$ cat config.mk
export PLATFORM = sky130hd
export DESIGN_NAME = alarm_ctrl
export DESIGN_NICKNAME = d
export VERILOG_FILES = /design/src/rtl/alarm_ctrl.sv
export SDC_FILE = /design/constraint.sdc
export NUM_CORES = 1
export LEC_CHECK = 0
export CORE_MARGIN = 2
export CORE_UTILIZATION = 35
export DETAILED_ROUTE_END_ITERATION = 8
export GPL_TIMING_DRIVEN = 0
export PLACE_DENSITY = 0.7
export SYNTH_ARGS = -nofsm -noshare
export SYNTH_HDL_FRONTEND = slang
export SYNTH_SLANG_ARGS = --single-unit
$ cat constraint.sdc
create_clock -name CLK -period 3.34 [get_ports CLK]
set_input_delay 0.501 -clock CLK [delete_from_list [all_inputs] [get_ports CLK]]
set_output_delay 0.501 -clock CLK [all_outputs]
set_load 0.005 [all_outputs]
$ cat src/rtl/alarm_ctrl.sv
// Alarm-time controller: stores the alarm time, detects the minute match
// against the running clock, and sequences ring / snooze / dismiss / timeout.
//
// state     | meaning
// ----------+------------------------------------------------------------
// S_IDLE    | arm switch off; no alarm activity
// S_ARMED   | waiting for the clock to reach the alarm time
// S_RINGING | alarm sounding; ring counter counts seconds to timeout
// S_SNOOZE  | silenced after snooze; snooze counter counts down the pause
module alarm_ctrl #(
    parameter int RING_SECS   = 60,
    parameter int SNOOZE_SECS = 300,
    parameter int MAX_SNOOZE  = 3
) (
    input  logic       CLK,
    input  logic       RST,
    input  logic       tick_1hz,
    input  logic [4:0] cur_hour,
    input  logic [5:0] cur_min,
    input  logic [5:0] cur_sec,
    input  logic       set_en,
    input  logic [4:0] set_hour,
    input  logic [5:0] set_min,
    input  logic       arm_sw,
    input  logic       snooze,
    input  logic       dismiss,
    output logic       alarmFlag,
    output logic       armed,
    output logic       snoozing,
    output logic [4:0] alm_hour,
    output logic [5:0] alm_min,
    output logic [1:0] snooze_left
);

    localparam int CNT_MAX = (RING_SECS > SNOOZE_SECS) ? RING_SECS : SNOOZE_SECS;
    localparam int CW      = (CNT_MAX > 2) ? $clog2(CNT_MAX) : 1;

    localparam logic [CW-1:0] RING_LAST = CW'(RING_SECS - 1);
    localparam logic [CW-1:0] SNZ_LAST  = CW'(SNOOZE_SECS - 1);
    localparam logic [1:0]    SNZ_INIT  = 2'(MAX_SNOOZE);

    typedef enum logic [1:0] {
        S_IDLE,
        S_ARMED,
        S_RINGING,
        S_SNOOZE
    } state_t;

    state_t          r_state;
    state_t          w_state_nxt;
    logic [CW-1:0]   r_cnt;
    logic [CW-1:0]   w_cnt_nxt;
    logic [1:0]      r_snz_left;
    logic [1:0]      w_snz_left_nxt;
    logic            r_hit_d;
    logic            r_alarm;
    logic            r_armed;
    logic            r_snoozing;
    logic [4:0]      r_alm_hour;
    logic [5:0]      r_alm_min;
    logic            w_hit;
    logic            w_trigger;
    logic            w_load_ok;

    assign w_load_ok = set_en && (set_hour <= 5'd23) && (set_min <= 6'd59);
    assign w_hit     = (cur_hour == r_alm_hour) && (cur_min == r_alm_min) && (cur_sec == 6'd0);
    assign w_trigger = w_hit && !r_hit_d;

    // Next-state, counter and snooze-budget logic; event priority is encoded
    // by the if/else order within each state.
    always_comb begin
        w_state_nxt    = r_state;
        w_cnt_nxt      = r_cnt;
        w_snz_left_nxt = r_snz_left;
        if (!arm_sw) begin
            w_state_nxt    = S_IDLE;
            w_snz_left_nxt = SNZ_INIT;
        end else begin
            case (r_state)
                S_IDLE: begin
                    w_state_nxt    = S_ARMED;
                    w_snz_left_nxt = SNZ_INIT;
                end
                S_ARMED: begin
                    // a valid load outranks a trigger in the same cycle
                    if (!w_load_ok && w_trigger) begin
                        w_state_nxt = S_RINGING;
                    end
                end
                S_RINGING: begin
                    if (w_load_ok || dismiss) begin
                        w_state_nxt    = S_ARMED;
                        w_snz_left_nxt = SNZ_INIT;
                    end else if (snooze && (r_snz_left != 2'd0)) begin
                        w_state_nxt    = S_SNOOZE;
                        w_snz_left_nxt = r_snz_left - 2'd1;
                    end else if (tick_1hz) begin
                        if (r_cnt == RING_LAST) begin
                            w_state_nxt    = S_ARMED;
                            w_snz_left_nxt = SNZ_INIT;
                        end else begin
                            w_cnt_nxt = r_cnt + CW'(1);
                        end
                    end
                end
                S_SNOOZE: begin
                    if (w_load_ok || dismiss) begin
                        w_state_nxt    = S_ARMED;
                        w_snz_left_nxt = SNZ_INIT;
                    end else if (tick_1hz) begin
                        if (r_cnt == SNZ_LAST) begin
                            w_state_nxt = S_RINGING;
                        end else begin
                            w_cnt_nxt = r_cnt + CW'(1);
                        end
                    end
                end
                default: begin
                    w_state_nxt = S_IDLE;
                end
            endcase
        end
        // every state entry starts its timer from zero
        if (w_state_nxt != r_state) begin
            w_cnt_nxt = '0;
        end
    end

    // State, timer and registered outputs.
    always_ff @(posedge CLK or posedge RST) begin
        if (RST) begin
            r_state    <= S_IDLE;
            r_cnt      <= '0;
            r_snz_left <= SNZ_INIT;
            r_hit_d    <= 1'b0;
            r_alarm    <= 1'b0;
            r_armed    <= 1'b0;
            r_snoozing <= 1'b0;
        end else begin
            r_state    <= w_state_nxt;
            r_cnt      <= w_cnt_nxt;
            r_snz_left <= w_snz_left_nxt;
            r_hit_d    <= w_hit;
            r_alarm    <= (w_state_nxt == S_RINGING);
            r_armed    <= (w_state_nxt != S_IDLE);
            r_snoozing <= (w_state_nxt == S_SNOOZE);
        end
    end

    // Alarm-time registers; an out-of-range hour or minute drops the whole load.
    always_ff @(posedge CLK or posedge RST) begin
        if (RST) begin
            r_alm_hour <= 5'd0;
            r_alm_min  <= 6'd0;
        end else if (w_load_ok) begin
            r_alm_hour <= set_hour;
            r_alm_min  <= set_min;
        end
    end

    assign alarmFlag   = r_alarm;
    assign armed       = r_armed;
    assign snoozing    = r_snoozing;
    assign alm_hour    = r_alm_hour;
    assign alm_min     = r_alm_min;
    assign snooze_left = r_snz_left;

endmodule

==> summary.txt, run 1 <==
Global route
  • M2 GR Usage: 0.254
  • Met3 usage: 0.0264
  • Total Routing Usage GR: 0.154
  • Initial antenna violation count: 0
  • First-pass GRT wire length: 6380 um
  • Largest net degree at the start of global routing: 29
  • Gr busiest metal: met2
  • Gr ovfl total: 0
  • M1 GR Usage: 0.210
  • Number of global-route vias before repair: 1,392

Routing
  • Post-Route WL: 3710 um
  • Initial DRT Pass Iterations: 4
  • Post-DR wirelength/cell: 14.5 um
  • Routed Antenna Nets: 0
  • Vias: 1,362
  • Post-route DRC: 0
  • Drt initial violations: 66
  • DR vias/cell: 5.32

Synth
  • Post-synth ARST share: 1.00
  • Top FF cell, synth: dfrtp_1
  • Mapped cell area: 0.00163 mm2
  • Netlist cell types: 50
  • Avg Synthesized Cell Area: 10.8 um2
  • Syn Nets: 187
  • Synth warn: 0
  • Share of the yosys chip area belonging to registers: 0.433
  • Register bit total from synthesis: 28
  • Post-synth EDFFs: 0
  • Synth Instances: 150

STA
  • RSZ-0062 raised after global routing: false
  • Worst-margin pin slew: 1.04 ns
  • Final worst path period need: 2.40 ns
  • Setup Skew: 0.0113 ns
  • Fmax: 416 MHz
  • Fin. Hold Viols: 0
  • Setup WS post-layout: 0.939 ns
  • Period Utilization, post-route: 0.719
  • Setup TNS: 0 ns
  • Max-slew violation count: 0
  • Slew headroom: 0.303
  • Final setup fails: 0

Place
  • Hpwl dp: 2830 um
  • Worst slack, placed: 0.631 ns
  • Routability congestion estimate from global placement: 0.775
  • Placed insts: 252
  • DP Area: 0.00219 mm2
  • # port buffers: 50

Setup path
  • CP Data Arrival Time: 2.53 ns
  • Req. time, crit path: 3.47 ns
  • Crit path kind: input pin to flip-flop
  • Cells along the critical path: clkdlybuf4s50_1 -> a21boi_0 -> a21oi_1 -> a31oi_1 -> or2_2 -> clkbuf_1 -> a22oi_1
  • Nature of the critical path endpoint: flip-flop
  • CP max-delay cell: clkdlybuf4s50_1
  • Max incr delay on CP: 0.47 ns
  • Crit start category: input pin
  • Peak fanout along the critical path: 9

Power and ir drop
  • Pwr dens: 336 mW/mm2
  • Leak: 0.901 nW
  • Peak supply drop: 0.000140 V

Floorplan
  • Die X-Extent: 72.1 um
  • Core area: 0.00441 mm2
  • Die area: 0.00520 mm2
  • Chip height: 72.1 um
  • Initial Util: 0.368
  • I/O Pins: 51
  • Row cnt: 24

Clock network
  • H-tree levels: 1
  • Setup bufs post-CTS: 0
  • CTS tree: done
  • CTS resizes: 0
  • TritonCTS Sinks: 28
  • # hold bufs at CTS: 0
  • Clk buf depth: 2
  • Clock Latency Late Sink: 0.28 ns
  • Num CTS Buffers: 3
  • CTS root buf: clkbuf_8
  • Clock Pin Slew Worst Setup and Hold Paths: 0.10 ns

Run
  • Max Cap Violations: 0

Final layout
  • Design area: 0.00225 mm2
  • Share of cells above drive strength 1: 0.172
  • Synthesis-to-layout area growth: 38.2%
  • Final std cells w/o fill: 256
  • Final Util: 0.509
  • Net count, final: 242
  • Diodes inserted: 0

Run status
  • Status: completed

Min path
  • Min-Delay Path Class: flip-flop to flip-flop
[worst max-delay path: cells and delay by family]
family	cells	cell delay [ns]
AO/OA/AOI/OAI	4	1.07
buffers and inverters	2	0.82
AND/OR/NAND/NOR	1	0.12
[registers in the layout (all words and copies together), names as in the netlist]
register / count
r_cnt: 9
alm_min: 6
alm_hour: 5
r_state: 2
snooze_left: 2
alarmFlag: 1
armed: 1
r_hit_d: 1
snoozing: 1
[per-layer routing]
metal  up-vias  wire, um
met2        47      1650
li1        673         -
met3         2       304
met5         -         0
met4         0        19
met1       640      1740
[cell type report]
cell class / instances / area [um2]
inverters: 9 / 33.8
plain buffers: 6 / 38.8
flip-flops and latches: 28 / 703
fillers: 423 / 2170
multi-input cells: 107 / 850
repair buffers: 50 / 500
clock buffers: 4 / 55.1
well taps: 52 / 65.1
[through the flow]
step	hold slack (ns)	power [mW]
finish	0.515	0.755
global route	0.546	0.790
CTS	0.518	0.764
detailed placement	0.501	0.554
global placement	0.504	0.549
floorplan	0.497	0.452
[placed cells by master (no fill, tap or decap), types with 5 or more instances in the layout]
cell / synthesis / layout
a22oi_1: 6 / 6
dfrtp_1: 26 / 26
a21oi_1: 7 / 7
clkdlybuf4s50_1: 0 / 50
inv_1: 8 / 8
mux2_2: 9 / 9
or3_2: 5 / 5
nand3_1: 5 / 5
xor2_1: 12 / 12
o21ai_0: 8 / 8
[synth_stat cells (2+ instances only)]
cell type  instances  area, um2
dfrtp_1           26        651
xor2_1            12        105
mux2_2             9        101
inv_1              8       30.0
o21ai_0            8       40.0
a21oi_1            7       35.0
a22oi_1            6       45.0
nand3_1            5       25.0
or3_2              5       37.5
nand2_1            4       15.0
nor2_1             4       15.0
nor4_1             4       25.0
a211oi_1           3       22.5
clkbuf_1           3       11.3
a31oi_1            2       12.5
buf_6              2       22.5
dfstp_2            2       52.6
ha_1               2       25.0
nand4_1            2       12.5
nor3_1             2       10.0
o21a_1             2       15.0
o22a_1             2       17.5
o31ai_1            2       15.0
or3_1              2       12.5
[report_power, final]
part	switching [mW]	internal (mW)
clock	0.106	0.105
sequential	0.0210	0.360
combinational	0.0593	0.104
total	0.186	0.569
[final timing paths]
check | startpoint | end | slack, ns | depth (start not counted)
max reg2reg | r_cnt[0]$_DFFE_PP0P_ | r_cnt[8]$_DFFE_PP0P_ | 1.05 | 7
min in group asynchronous | RST | alm_hour[3]$_DFFE_PP0P_ | 0.78 | 2
min | snooze_left[1]$_DFFE_PP1P_ | snooze_left[1]$_DFFE_PP1P_ | 0.52 | 2
min reg2reg | snooze_left[1]$_DFFE_PP1P_ | snooze_left[1]$_DFFE_PP1P_ | 0.52 | 2
max | set_en | r_cnt[8]$_DFFE_PP0P_ | 0.94 | 7
max in group asynchronous | RST | r_cnt[5]$_DFFE_PP0P_ | 1.93 | 2
[cells by family after synthesis]
group                      after synthesis  share of synthesized area
muxes                                   10                     0.0685
adders and majority gates                2                     0.0154
buffers and inverters                   15                     0.0446
AOI/OAI and AO/OA                       42                      0.207
xor gates and xnor gates                12                     0.0647
and+or+nand+nor                         41                      0.167
DFF                                     28                      0.433
(Power assumes the default switching activity.)
==> run 2: changes to the inputs <==
--- a/config.mk
+++ b/config.mk
@@ -9,7 +9,7 @@
 export CORE_UTILIZATION = 35
 export DETAILED_ROUTE_END_ITERATION = 8
 export GPL_TIMING_DRIVEN = 0
-export PLACE_DENSITY = 0.7
+export PLACE_DENSITY = 0.72
 export SYNTH_ARGS = -nofsm -noshare
 export SYNTH_HDL_FRONTEND = slang
 export SYNTH_SLANG_ARGS = --single-unit
==> constraint.sdc (replaced) <==
create_clock -name CLK -period 2 [get_ports CLK]
set_input_delay 0.3 -clock CLK [delete_from_list [all_inputs] [get_ports CLK]]
set_output_delay 0.3 -clock CLK [all_outputs]
set_load 0.005 [all_outputs]
==> run 2 against run 1 <==
  * Via count grew 6.7%
  * Register-to-register slack got worse by 1.0 ns
  * Global-route usage is 0.079 points higher
  * Clock power rose by 110%
  * Core utilization rose by 6.3 points
  * Sequential cell count unchanged
  * Hold slack worse by 0.12 ns
  * Sequential power rose by 67%
  * Cell area increased by 12%
  * Critical endpoint is now r_cnt[1]$_DFFE_PP0P_
  * Setup slack got worse by 0.92 ns
  * Die area unchanged
==> summary.txt, run 2 (synthesis results as in run 1) <==
Global route
  • Gr ovfl total: 0
  • M2 GR Usage: 0.246
  • Largest net degree at the start of global routing: 29
  • Met3 usage: 0.0278
  • Gr busiest metal: met2
  • Total Routing Usage GR: 0.155
  • Number of global-route vias before repair: 1,359
  • M1 GR Usage: 0.219
  • Initial antenna violation count: 0
  • First-pass GRT wire length: 6380 um

Run
  • Max Cap Violations: 0

STA
  • Fin. Hold Viols: 0
  • Setup Skew: 0.00747 ns
  • Worst-margin pin slew: 1.04 ns
  • Slew headroom: 0.304
  • Max-slew violation count: 0
  • Fmax: 504 MHz
  • Final setup fails: 0
  • Period Utilization, post-route: 0.992
  • Setup TNS: 0 ns
  • Final worst path period need: 1.98 ns
  • WHS: 0.394 ns
  • RSZ-0062 raised after global routing: true

Setup path
  • Nature of the critical path endpoint: flip-flop
  • CP max-delay cell: or3_4
  • Crit path kind: flip-flop to flip-flop
  • Max incr delay on CP: 0.40 ns
  • Crit-path leading delay family: compound AO/OA/AOI/OAI gates
  • CP Buf/Inv Count: 2
  • Worst reg2reg startpoint: r_cnt[2]$_DFFE_PP0P_
  • Worst r2r path cells: 7
  • Peak fanout along the critical path: 8
  • CP Capture Point: r_cnt[1]$_DFFE_PP0P_
  • Crit start category: flip-flop
  • Reg2reg setup slack: 0.02 ns
  • Crit-path most repeated cell: buf_6
  • RR Endpoint: r_cnt[1]$_DFFE_PP0P_
  • Req. time, crit path: 2.16 ns
  • Cells along the critical path: buf_6 -> or3_4 -> o41a_1 -> o311ai_4 -> buf_6 -> mux2i_1 -> a21oi_1
  • CP Data Arrival Time: 2.14 ns
  • Levels on crit path: 7
  • Crit. Startpoint: r_cnt[2]$_DFFE_PP0P_

Place
  • Routability congestion estimate from global placement: 0.785
  • # port buffers: 50
  • Placed insts: 252
  • Hpwl dp: 2700 um

Clock network
  • Clock Pin Slew Worst Setup and Hold Paths: 0.10 ns
  • Num CTS Buffers: 3
  • CTS tree: done
  • TritonCTS Sinks: 28
  • H-tree levels: 1
  • CTS root buf: clkbuf_8
  • Clock Latency Late Sink: 0.28 ns
  • Clk buf depth: 2
  • # hold bufs at CTS: 0

Power and ir drop
  • Pwr Total: 1.38 mW
  • Pwr dens: 545 mW/mm2
  • Peak supply drop: 0.000269 V
  • Leak: 1.02 nW

Final layout
  • Final std cells w/o fill: 270
  • Biggest register: r_cnt
  • Most frequent cells in the layout: 40 x clkdlybuf4s50_1, 23 x dfrtp_1, 12 x xor2_1, 12 x buf_4, 9 x mux2_2
  • Share of cells above drive strength 1: 0.321
  • Synthesis-to-layout area growth: 55.4%
  • Commonest non-fill, non-tap cell in the layout: clkdlybuf4s50_1
  • Net count, final: 256
  • Max reg flops: 9
  • Diodes inserted: 0

Floorplan
  • Initial Util: 0.368
  • I/O Pins: 51
  • Die X-Extent: 72.1 um
  • Row cnt: 24
  • Core area: 0.00441 mm2
  • Die area: 0.00520 mm2
  • Chip height: 72.1 um

Run status
  • Status: completed

Routing
  • Post-Route WL: 4100 um
  • Post-DR wirelength/cell: 15.2 um
  • Initial DRT Pass Iterations: 4
  • Drt initial violations: 87
  • Routed Antenna Nets: 0
  • DR vias/cell: 5.38
  • Post-route DRC: 0
  • Vias: 1,453

Min path
  • Min-Delay Path Class: input pin to flip-flop
[run 2: how the worst min path moves through the flow]
stage | startpoint | endpoint | cells after the start
floorplan | RST | alarmFlag$_DFF_PP0_ | 1
CTS | set_min[2] | alm_min[2]$_DFFE_PP0P_ | 2
global route | set_en | alm_min[3]$_DFFE_PP0P_ | 3
finish | set_en | alm_min[4]$_DFFE_PP0P_ | 3
detailed placement | snooze_left[1]$_DFFE_PP1P_ | snooze_left[1]$_DFFE_PP1P_ | 2
global placement | snooze_left[1]$_DFFE_PP1P_ | snooze_left[1]$_DFFE_PP1P_ | 2
[run 2: where the power goes]
part | leakage, nW | switching, mW | internal [mW]
sequential | 0.349 | 0.0341 | 0.600
combinational | 0.637 | 0.113 | 0.178
clock | 0.0357 | 0.184 | 0.268
total | 1.02 | 0.331 | 1.05
[run 2: timing repair]
action	CTS	global route
resized for setup	27	16
cloned	2	0
endpoints found under the setup margin	19	12
setup buffers	6	7
pin swaps	10	7
[run 2: cell type report]
cell class	instances	area, um2
clock inverters	1	30.0
repair buffers	64	608
clock buffers	3	41.3
plain buffers	5	35.0
multi-input cells	108	1010
fillers	377	1890
well taps	52	65.1
inverters	9	33.8
flip-flops and latches	28	707
[run 2: metrics by stage]
| stage | utilization | worst slack (ns) | area [um2] |
|---|---|---|---|
| after floorplan | - | 0.0595 | 1630 |
| after global placement | 0.498 | -0.454 | 2200 |
| after detailed placement | 0.498 | -0.495 | 2200 |
| after CTS | 0.544 | 0.000202 | 2400 |
| after global routing | 0.572 | -0.0629 | 2530 |
| final | 0.572 | 0.0158 | 2530 |
[run 2: tightest hold or removal path, delay by kind of cell]
kind | cells | cell delay, ns
compound gates | 1 | 0.13
buf+inv | 1 | 0.13
simple gates | 1 | 0.08
[run 2: per-layer routing]
layer,vias to the layer above,part of all wire
met5,-,0
met3,2,0.094
met4,0,0.0051
met1,681,0.45
li1,711,-
met2,59,0.45
